$ cat config.mk
export PLATFORM = sky130hd
export DESIGN_NAME = if_stage_pc_ifid
export DESIGN_NICKNAME = d
export VERILOG_FILES = /design/src/rtl/mips_pkg.sv /design/src/rtl/ifid_pipe_reg.sv /design/src/rtl/if_stage_pc_ifid.sv
export SDC_FILE = /design/constraint.sdc
export NUM_CORES = 1
export LEC_CHECK = 0
export CAP_MARGIN = 20
export CORE_ASPECT_RATIO = 2
export CORE_MARGIN = 2
export CORE_UTILIZATION = 38
export DETAILED_ROUTE_END_ITERATION = 8
export PLACE_DENSITY = 0.78
export SLEW_MARGIN = 20
export SYNTH_ARGS = -nofsm -noshare
export SYNTH_HDL_FRONTEND = slang
export SYNTH_SLANG_ARGS = --single-unit
$ cat constraint.sdc
create_clock -name clk -period 3.05 [get_ports clk]
set_input_delay 0.61 -clock clk [delete_from_list [all_inputs] [get_ports clk]]
set_output_delay 0.61 -clock clk [all_outputs]
set_load 0.05 [all_outputs]
$ cat src/rtl/mips_pkg.sv
// Shared constants for the MIPS fetch path: datapath width, reset vector,
// sequential PC step and the encoding used for a pipeline bubble.
package mips_pkg;

  localparam int          DATA_WIDTH = 32;
  localparam logic [31:0] RESET_PC   = 32'h0040_0000;
  localparam int          PC_INC     = 4;
  localparam logic [31:0] NOP_INSTR  = 32'h0000_0000;

endpackage

$ cat src/rtl/ifid_pipe_reg.sv
// IF/ID pipeline register: instruction, PC+increment and valid flag.
// Flush has priority over write-enable; with neither, the register holds.
module ifid_pipe_reg
  import mips_pkg::*;
#(
  parameter int W = DATA_WIDTH
) (
  input  logic         clk,
  input  logic         reset,
  input  logic         write_en,
  input  logic         flush_n,
  input  logic [W-1:0] instr_d,
  input  logic [W-1:0] pc_plus4_d,
  output logic [W-1:0] instr_q,
  output logic [W-1:0] pc_plus4_q,
  output logic         valid_q
);

  localparam logic [W-1:0] BUBBLE = W'(NOP_INSTR);

  // Load a bubble on flush, the fetched word on write, otherwise hold.
  always_ff @(posedge clk or posedge reset) begin
    if (reset) begin
      instr_q    <= BUBBLE;
      pc_plus4_q <= '0;
      valid_q    <= 1'b0;
    end else if (!flush_n) begin
      instr_q    <= BUBBLE;
      pc_plus4_q <= '0;
      valid_q    <= 1'b0;
    end else if (write_en) begin
      instr_q    <= instr_d;
      pc_plus4_q <= pc_plus4_d;
      valid_q    <= 1'b1;
    end
  end

endmodule

$ cat src/rtl/if_stage_pc_ifid.sv
// Instruction-fetch stage: PC register, next-PC selection and IF/ID register.
// Optional build macro IF_PERF_CNT_EN adds stall and flush event counters
// (stall_cnt_o, flush_cnt_o); without it those ports do not exist.
module if_stage_pc_ifid #(
  parameter int                    DATA_WIDTH = mips_pkg::DATA_WIDTH,
  parameter logic [DATA_WIDTH-1:0] RESET_PC   = mips_pkg::RESET_PC,
  parameter int                    PC_INC     = mips_pkg::PC_INC
) (
  input  logic                  clk,
  input  logic                  reset,
  input  logic                  pc_write_i,
  input  logic                  ifid_write_i,
  input  logic                  ifid_flush_n_i,
  input  logic                  branch_taken_i,
  input  logic [DATA_WIDTH-1:0] branch_target_i,
  input  logic                  jump_i,
  input  logic [DATA_WIDTH-1:0] jump_target_i,
  input  logic                  jr_i,
  input  logic [DATA_WIDTH-1:0] jr_target_i,
  input  logic [DATA_WIDTH-1:0] imem_instr_i,
  output logic [DATA_WIDTH-1:0] imem_addr_o,
  output logic [DATA_WIDTH-1:0] pc_o,
  output logic [DATA_WIDTH-1:0] ifid_instr_o,
  output logic [DATA_WIDTH-1:0] ifid_pc_plus4_o,
`ifdef IF_PERF_CNT_EN
  output logic [31:0]           stall_cnt_o,
  output logic [31:0]           flush_cnt_o,
`endif
  output logic                  ifid_valid_o
);

  localparam logic [DATA_WIDTH-1:0] PC_STEP = DATA_WIDTH'(PC_INC);

  logic [DATA_WIDTH-1:0] pc_reg;
  logic [DATA_WIDTH-1:0] pc_next;
  logic [DATA_WIDTH-1:0] pc_plus_inc;

  assign pc_plus_inc = pc_reg + PC_STEP;

  // Redirect priority: jr, then jump, then taken branch, else sequential.
  always_comb begin
    pc_next = pc_plus_inc;
    if (jr_i)                pc_next = jr_target_i;
    else if (jump_i)         pc_next = jump_target_i;
    else if (branch_taken_i) pc_next = branch_target_i;
  end

  // PC advances only when the hazard unit allows it; a stall also blocks redirects.
  always_ff @(posedge clk or posedge reset) begin
    if (reset)           pc_reg <= RESET_PC;
    else if (pc_write_i) pc_reg <= pc_next;
  end

  assign pc_o        = pc_reg;
  assign imem_addr_o = pc_reg;

  ifid_pipe_reg #(
    .W (DATA_WIDTH)
  ) u_ifid (
    .clk        (clk),
    .reset      (reset),
    .write_en   (ifid_write_i),
    .flush_n    (ifid_flush_n_i),
    .instr_d    (imem_instr_i),
    .pc_plus4_d (pc_plus_inc),
    .instr_q    (ifid_instr_o),
    .pc_plus4_q (ifid_pc_plus4_o),
    .valid_q    (ifid_valid_o)
  );

`ifdef IF_PERF_CNT_EN
  logic [31:0] stall_cnt_reg;
  logic [31:0] flush_cnt_reg;

  // Count stalled and flushed edges; both counters wrap naturally.
  always_ff @(posedge clk or posedge reset) begin
    if (reset) begin
      stall_cnt_reg <= '0;
      flush_cnt_reg <= '0;
    end else begin
      if (!pc_write_i)     stall_cnt_reg <= stall_cnt_reg + 32'd1;
      if (!ifid_flush_n_i) flush_cnt_reg <= flush_cnt_reg + 32'd1;
    end
  end

  assign stall_cnt_o = stall_cnt_reg;
  assign flush_cnt_o = flush_cnt_reg;
`endif

endmodule
## After elaboration in Yosys (flattened, before gate mapping)

Cells that the tools add are included.

- Output and inout bits: 129
- Flip-flop bits (word level): 97
- Input port bits: 136
- Word-level logic and storage cells: 15

- Muxes and demuxes: 9
- Eq/ne operators: 1
- Add/subtract/negate cells: 1

Operator list:

| kind | count |
|---|---|
| 32-bit two-way mux | 7 |
| 32-bit by 3-bit adder with 32-bit output, second input constant | 1 |
| 1-bit two-way mux | 2 |
| 2-bit != test, second input constant | 1 |

## Depth between registers and ports, before layout

Gate-level depths: netlist of the first run.

- Depth after elaboration: 4
- Mapped depth: 8
- Gate-level depth less buffers: 6

## By module

A second synthesis of the first run with hierarchy kept.

- Cells, all modules: 610
- Area total of the unflattened synthesis: 5952.0 um^2

By module, submodules not included:

| module | times used | area each (um^2) | cells each |
|---|---|---|---|
| if_stage_pc_ifid | 1 | 3171.8 | 401 |
| ifid_pipe_reg | 1 | 2780.2 | 209 |

## Least setup slack after synthesis of the first run

Ideal clock, no wire load.

- Path kind: register -> register
- Start point: reg pc_reg[2], in the netlist imem_addr_o[2]
- End point: reg pc_reg[24], in the netlist imem_addr_o[24]
- Stages on the path, launching flop included: 7
- Required time: 2.928 ns
- Setup slack: 0.756 ns
- Buffers on the path: 0
- Arrival time: 2.172 ns
- Setup time: 0.122 ns
- Cells stage by stage: dfrtp_1 ha_1 nand4_2 nor4_4 nand4_1 a31o_1 a32o_1

- Cells in the longest elaborated chain, start to end: 4

RTL lines:

| what | line | RTL |
|---|---|---|
| start, declared | if_stage_pc_ifid.sv:34 | `logic [DATA_WIDTH-1:0] pc_reg;` |
| start signal, assigned | if_stage_pc_ifid.sv:51 | `else if (pc_write_i) pc_reg <= pc_next;` |
| 32-bit by 3-bit adder with 32-bit output | if_stage_pc_ifid.sv:38 | `assign pc_plus_inc = pc_reg + PC_STEP;` |
| 32-bit two-way mux | if_stage_pc_ifid.sv:45 | `else if (branch_taken_i) pc_next = branch_target_i;` |
| 32-bit two-way mux | if_stage_pc_ifid.sv:44 | `else if (jump_i) pc_next = jump_target_i;` |
| 32-bit two-way mux | if_stage_pc_ifid.sv:43 | `if (jr_i) pc_next = jr_target_i;` |

Every way passes these cells.
A chain may end at the register's enable or synchronous reset.

## Final worst setup path of the first run

- Start point: reg pc_reg[14], in the netlist imem_addr_o[14]
- End point: out pc_o[14]

RTL lines:

| what | line | RTL |
|---|---|---|
| end, declared | if_stage_pc_ifid.sv:22 | `output logic [DATA_WIDTH-1:0] pc_o,` |

No word-level cell between the ends.

==> flow_summary.toml, run 1 <==
[global_routing]
grt_pass1_wl_mm = 30.24
grt_max_degree = 95
grt_pass1_vias = 5434
grt-ovfl-total = 0
grtUsageTotal_pct = 25.36
antenna_found_initial = 1

[setup_path]
critical-path-top-delay-family = "buffers and inverters"
cp_slowest_cell = "clkdlybuf4s50_1"
critPathMaxStageDelay_ns = 0.94
cp_num_buf_inv = 1
path_cells = "clkdlybuf4s50_1"
worstSetupEndpointType = "output pin"
cp_max_fo = 7
worstPathArrival_ns = 1.82
crit_required_ns = 2.44
startpoint_type = "flop"
critPathKind = "flop to output pin"

[finish]
drive_above_1_share_pct = 5.711
syn_to_final_growth_pct = 51.82
instances_no_fill = 1016
nNetsFinal = 955
fin_util_pct = 59.01

[power_and_ir_drop]
peakVddDrop_v = 0.0002980
leakage_nw = 3.454
power_per_cell_area_nw_per_um2 = 507.7

[synth]
muxShareOfSynthArea_pct = 6.640
synth-main-ff-cell = "dfrtp_1"
ys_ff_latch = 97
yosys.area.top_type = "dfrtp_1"
synth_compound_area_share_pct = 20.61
synth_top_area_share_pct = 43.07
async_flop_share_pct = 100.0
synthAdderAreaFrac_pct = 0.2243
syn_nets = 743
ys_warn_count = 0
synth_top_family_by_area = "compound AO/OA/AOI/OAI gates"
syn_inst = 606
synth-xor-area-share_pct = 4.397
yosysSeqAreaShare_pct = 43.54
synth_simple_gate_area_share_pct = 16.33
netlist_top_cells_area = "dfrtp_1 (43%), mux2i_1 (6.6%), nor2_1 (5.1%), buf_4 (4.4%), o21ai_0 (4.4%)"
synth.avg_cell_area_um2 = 9.204
syn_area_um2 = 5578
yosysUniqueCellTypes = 56
synth_edf_count = 0

[timing]
fin_setup_tns_ns = 0
maxClockFrequency_ghz = 0.4122
clock_skew_ns = 0.01145
min_period_ns = 2.426
setup_viol = 0
rsz0062_at_grt = "no"
maxSlewHeadroom_pct = 46.08
tightestPinTransition_ns = 0.8076
fin_ws_ns = 0.6242
hold_viol_final = 0
final_max_slew_viol_count = 0
period_share_pct = 79.53

[clock_tree]
ctsResizeCount = 0
htreeDepth = 3
cts_buffers = 9
root_buffer = "clkbuf_16"
clock_sinks = 97
cts_setup_buffers = 0
insertion_delay_ns = 0.35
cts_max_path_buffers = 2
clk_pin_slew_ns = 0.07
cts_tree = "done"
cts_hold_buf = 0

[routing]
first_pass_iters = 5
drc = 0
routedWlPerCell_um = 19.84
wl_mm = 20.16
via_per_inst = 5.462
via_count = 5549
drtAntennaViolNets = 0
first_iter_violations = 270

[floorplanning]
die_x_um = 89.67
die_h_um = 175.3
initial_core_util_pct = 38.87
die_area_um2 = 15720
std_cell_rows = 62
ios = 265
core_area_um2 = 14350

[placed_design]
place_inst = 999
hpwl_mm = 15.04
portBuffers = 264
pre_cts_ws_ns = 0.4573
place_congestion = 0.8653

[hold_path]
holdCritPathClass = "flop to flop"

[status]
status = "finished clean"

[flow_run]
max-cap-violations = 0
## Yosys cell counts, drive strengths merged (3+ instances only)
master   number
dfrtp        96
nor2         77
o21ai        49
buf          43
a21oi        39
mux2i        37
clkbuf       33
nand2        31
nand3        16
xnor2        15
a221oi       14
xor2         13
inv          12
nand2b       12
nand4        12
o31ai        11
a211oi       10
nor3         10
o22ai         9
a221o         8
o31a          7
and3          5
a31oi         4
or3           4
a31o          3
and4          3
nor4          3
o2bb2ai       3
## worst paths after layout
path,end,start,slack [ns],cells past startpoint
worst min register to register,u_ifid.valid_q,u_ifid.valid_q,0.52,2
max in group asynchronous,imem_addr_o[22],reset,1.79,3
min in group asynchronous,imem_addr_o[5],reset,0.60,2
worst min-delay path,u_ifid.valid_q,u_ifid.valid_q,0.52,2
worst max-delay path,pc_o[14],imem_addr_o[14],0.62,1
worst max register to register,imem_addr_o[24],imem_addr_o[2],0.72,7
## power breakdown
| part | switching, mW | internal (mW) | total (mW) |
|---|---|---|---|
| combinational | 1.01 | 0.611 | 1.62 |
| clock | 0.539 | 0.567 | 1.11 |
| sequential | 0.167 | 1.40 | 1.57 |
## routing by layer
| metal | up-vias | GRT usage [%] | part of all wire [%] |
|---|---|---|---|
| met3 | 39 | 2.914 | 6.0 |
| met5 | - | 0 | 0 |
| met1 | 2666 | 30.24 | 36 |
| met4 | 0 | 10.51 | 3.1 |
| li1 | 2590 | - | - |
| met2 | 254 | 44.55 | 55 |
## cells in the final DEF, fill, tap and decap left out, types with 3 or more instances in the layout
cell type,synthesis,routed
o22ai_1,9,9
buf_4,33,11
o2bb2ai_1,3,3
nand4_1,10,10
and3_1,5,5
dfrtp_1,96,96
a21oi_1,39,39
nor2_1,76,76
nand2_1,31,31
a31oi_1,4,4
a221o_1,8,8
or3_1,4,4
clkbuf_16,0,9
buf_12,0,3
nand3_1,15,15
xor2_1,13,13
o21ai_0,49,49
and4_1,3,3
nor3_1,8,8
inv_6,0,5
xnor2_1,15,15
o31a_1,7,7
o31ai_1,11,11
inv_1,11,10
nand2b_1,12,12
clkdlybuf4s50_1,0,263
a221oi_1,14,14
a211oi_1,10,10
mux2i_1,37,37
## sequential cells by signal (all words and copies together), names as in the netlist
register,cells
u_ifid.valid_q,1
imem_addr_o,32
u_ifid.pc_plus4_q,32
u_ifid.instr_q,32
## per-stage QoR
step	power [mW]	area, µm²	hold slack (ns)
floorplan	2.609	5582	0.6325
global placement	3.196	8184	0.4742
detailed placement	3.215	8184	0.4994
CTS	4.327	8466	0.5167
global route	4.474	8468	0.5354
finish	4.299	8468	0.5157
## kinds of logic (layout without fill, tap and decap cells)
group	Yosys count	in the layout
compound gates	175	175
xor+xnor	28	28
fa+ha+maj	1	1
buf+inv	88	305
flops	97	97
mux	37	37
other cells	0	1
simple gates	180	180
## cell type report
cell class,count,area [µm²]
diodes,1,2.502
clock buffers,9,225.2
clock inverters,7,56.30
fillers,1269,5883
inverters,12,48.80
multi-input cells,421,2691
flip-flops and latches,97,2429
well taps,192,240.2
repair buffers,277,2775
No activity file was read; power rests on OpenSTA's default activity.
==> run 2: changes to the inputs <==
--- a/config.mk
+++ b/config.mk
@@ -8,9 +8,9 @@
 export CAP_MARGIN = 20
 export CORE_ASPECT_RATIO = 2
 export CORE_MARGIN = 2
-export CORE_UTILIZATION = 38
+export CORE_UTILIZATION = 40
 export DETAILED_ROUTE_END_ITERATION = 8
-export PLACE_DENSITY = 0.78
+export PLACE_DENSITY = 0.79
 export SLEW_MARGIN = 20
 export SYNTH_ARGS = -nofsm -noshare
 export SYNTH_HDL_FRONTEND = slang
==> constraint.sdc (replaced) <==
create_clock -name clk -period 2.25 [get_ports clk]
set_input_delay 0.45 -clock clk [delete_from_list [all_inputs] [get_ports clk]]
set_output_delay 0.45 -clock clk [all_outputs]
set_load 0.05 [all_outputs]
==> flow_summary.toml, run 2 (synthesis gave the netlist of run 1 again) <==
[status]
status = "finished clean"

[floorplanning]
std_cell_rows = 61
initial_core_util_pct = 40.60
die_x_um = 87.50
ios = 265
die_h_um = 171
core_area_um2 = 13740
die_area_um2 = 14960

[setup_path]
ff2ff_setup_slack_ns = 0.18
critPathLaunch = "imem_addr_o[11]"
r2r_cells = 5
cp_num_buf_inv = 1
reg2reg_from = "imem_addr_o[10]"
critical-path-top-delay-family = "buffers and inverters"
critPathKind = "flop to output pin"
cp_slowest_cell = "clkdlybuf4s50_1"
crit_end = "pc_o[11]"
path_cells = "clkdlybuf4s50_1"
startpoint_type = "flop"
critPathMaxStageDelay_ns = 0.87
cp_max_fo = 7
r2r_end = "imem_addr_o[31]"
path_depth = 1
worstSetupEndpointType = "output pin"
worstPathArrival_ns = 1.76
crit_required_ns = 1.80

[placed_design]
place_inst = 980
portBuffers = 264
place_congestion = 0.8746
hpwl_mm = 14.40

[finish]
drive_above_1_share_pct = 8.224
nNetsFinal = 971
layout_commonest_cell = "clkdlybuf4s50_1"
layout_common_cells = "clkdlybuf4s50_1 (254), dfrtp_1 (94), nor2_1 (76), o21ai_0 (49), a21oi_1 (39)"
instances_no_fill = 996
diodes = 0
syn_to_final_growth_pct = 54.10

[hold_path]
holdCritPathClass = "input pin to asynchronous set/reset pin"

[global_routing]
grt_pass1_vias = 5612
grt_pass1_wl_mm = 29.50
grt_max_degree = 66
grtUsageTotal_pct = 25.46
grt-ovfl-total = 0
antenna_found_initial = 0

[routing]
first_pass_iters = 7
wl_mm = 19.42
first_iter_violations = 324
via_count = 5722
drc = 0
drtAntennaViolNets = 0
routedWlPerCell_um = 19.50
via_per_inst = 5.745

[timing]
tightestPinTransition_ns = 0.5522
maxClockFrequency_ghz = 0.4520
hold_viol_final = 0
clock_skew_ns = 0.006211
rsz0062_at_grt = "no"
setup_viol = 0
final_max_slew_viol_count = 0
period_share_pct = 98.33
min_period_ns = 2.212
fin_setup_tns_ns = 0
maxSlewHeadroom_pct = 63.07

[power_and_ir_drop]
power_switching_mw = 2.331
internal_power_mw = 3.532
leakage_nw = 3.595
combPwrFrac_pct = 38.5
netSwitchingFraction_pct = 39.76
seq_power_share_pct = 35.9
clkPwrFrac_pct = 25.6
power_per_cell_area_nw_per_um2 = 682.1
peakVddDrop_v = 0.0003676

[clock_tree]
cts_buffers = 9
htreeDepth = 3
root_buffer = "clkbuf_16"
clock_sinks = 97
insertion_delay_ns = 0.35
cts_tree = "done"
cts_setup_buffers = 0
cts_hold_buf = 0
clk_pin_slew_ns = 0.07
cts_max_path_buffers = 2

[flow_run]
max-cap-violations = 0
## run 2: cell count changes in the layout (fill, tap and decap cells not counted), sizes merged
cell / change
clkinv: +2
buf: +20
clkinvlp: -1
dlymetal6s2s: +3
dlygate4sd2: +2
inv: -1
diode: -1
clkdlybuf4s50: -9
## run 2: power by group through the flow
stage	clock [mW]	combinational [mW]	sequential, mW
finish	1.50	2.26	2.11
floorplan	0	0.899	2.64
CTS	1.53	2.27	2.10
global placement	0	2.24	2.13
global route	1.59	2.37	2.13
detailed placement	0	2.26	2.14
## run 2: per-layer routing
layer	GRT usage, %	wire length, µm	vias up
met1	32.31	7437	2683
met5	0	0	-
li1	-	-	2631
met4	7.893	416	0
met3	5.499	1968	29
met2	42.75	9595	379
## run 2: cell type report
cell class / instances / area (µm²)
fill: 1155 / 5142
timing repair buffer: 293 / 2940
sequential: 97 / 2431
inverter: 12 / 48.80
clock inverter: 7 / 62.56
multi-input combinational: 421 / 2691
tap: 157 / 196.4
clock buffer: 9 / 225.2
## run 2: what timing repair did
item,CTS,global route
gates cloned,0,0
endpoints found under the setup margin,3,3
pin swaps,0,0
gates resized for setup,2,3
## run 2: worst min path at each step
stage | from | end | cells past startpoint
CTS | reset | u_ifid.pc_plus4_q[28] | 2
finish | reset | u_ifid.pc_plus4_q[28] | 2
detailed placement | u_ifid.valid_q | u_ifid.valid_q | 2
global placement | u_ifid.valid_q | u_ifid.valid_q | 2
floorplan | imem_instr_i[10] | u_ifid.instr_q[10] | 2
global route | u_ifid.valid_q | u_ifid.valid_q | 2
## run 2: per-stage QoR
| stage | utilization, % | worst slack, ns | hold WS (ns) | area [µm²] | total power, mW |
|---|---|---|---|---|---|
| 2_1_floorplan | - | 0.08890 | 0.6063 | 5584 | 3.537 |
| 3_3_place_gp | 60.44 | 0.07341 | 0.4770 | 8303 | 4.371 |
| 3_5_place_dp | 60.44 | 0.07188 | 0.4993 | 8303 | 4.397 |
| 4_1_cts | 62.51 | 0.002585 | 0.5077 | 8588 | 5.904 |
| 5_1_grt | 62.57 | 0.003304 | 0.5250 | 8596 | 6.094 |
| 6_report | 62.57 | 0.03761 | 0.4994 | 8596 | 5.863 |
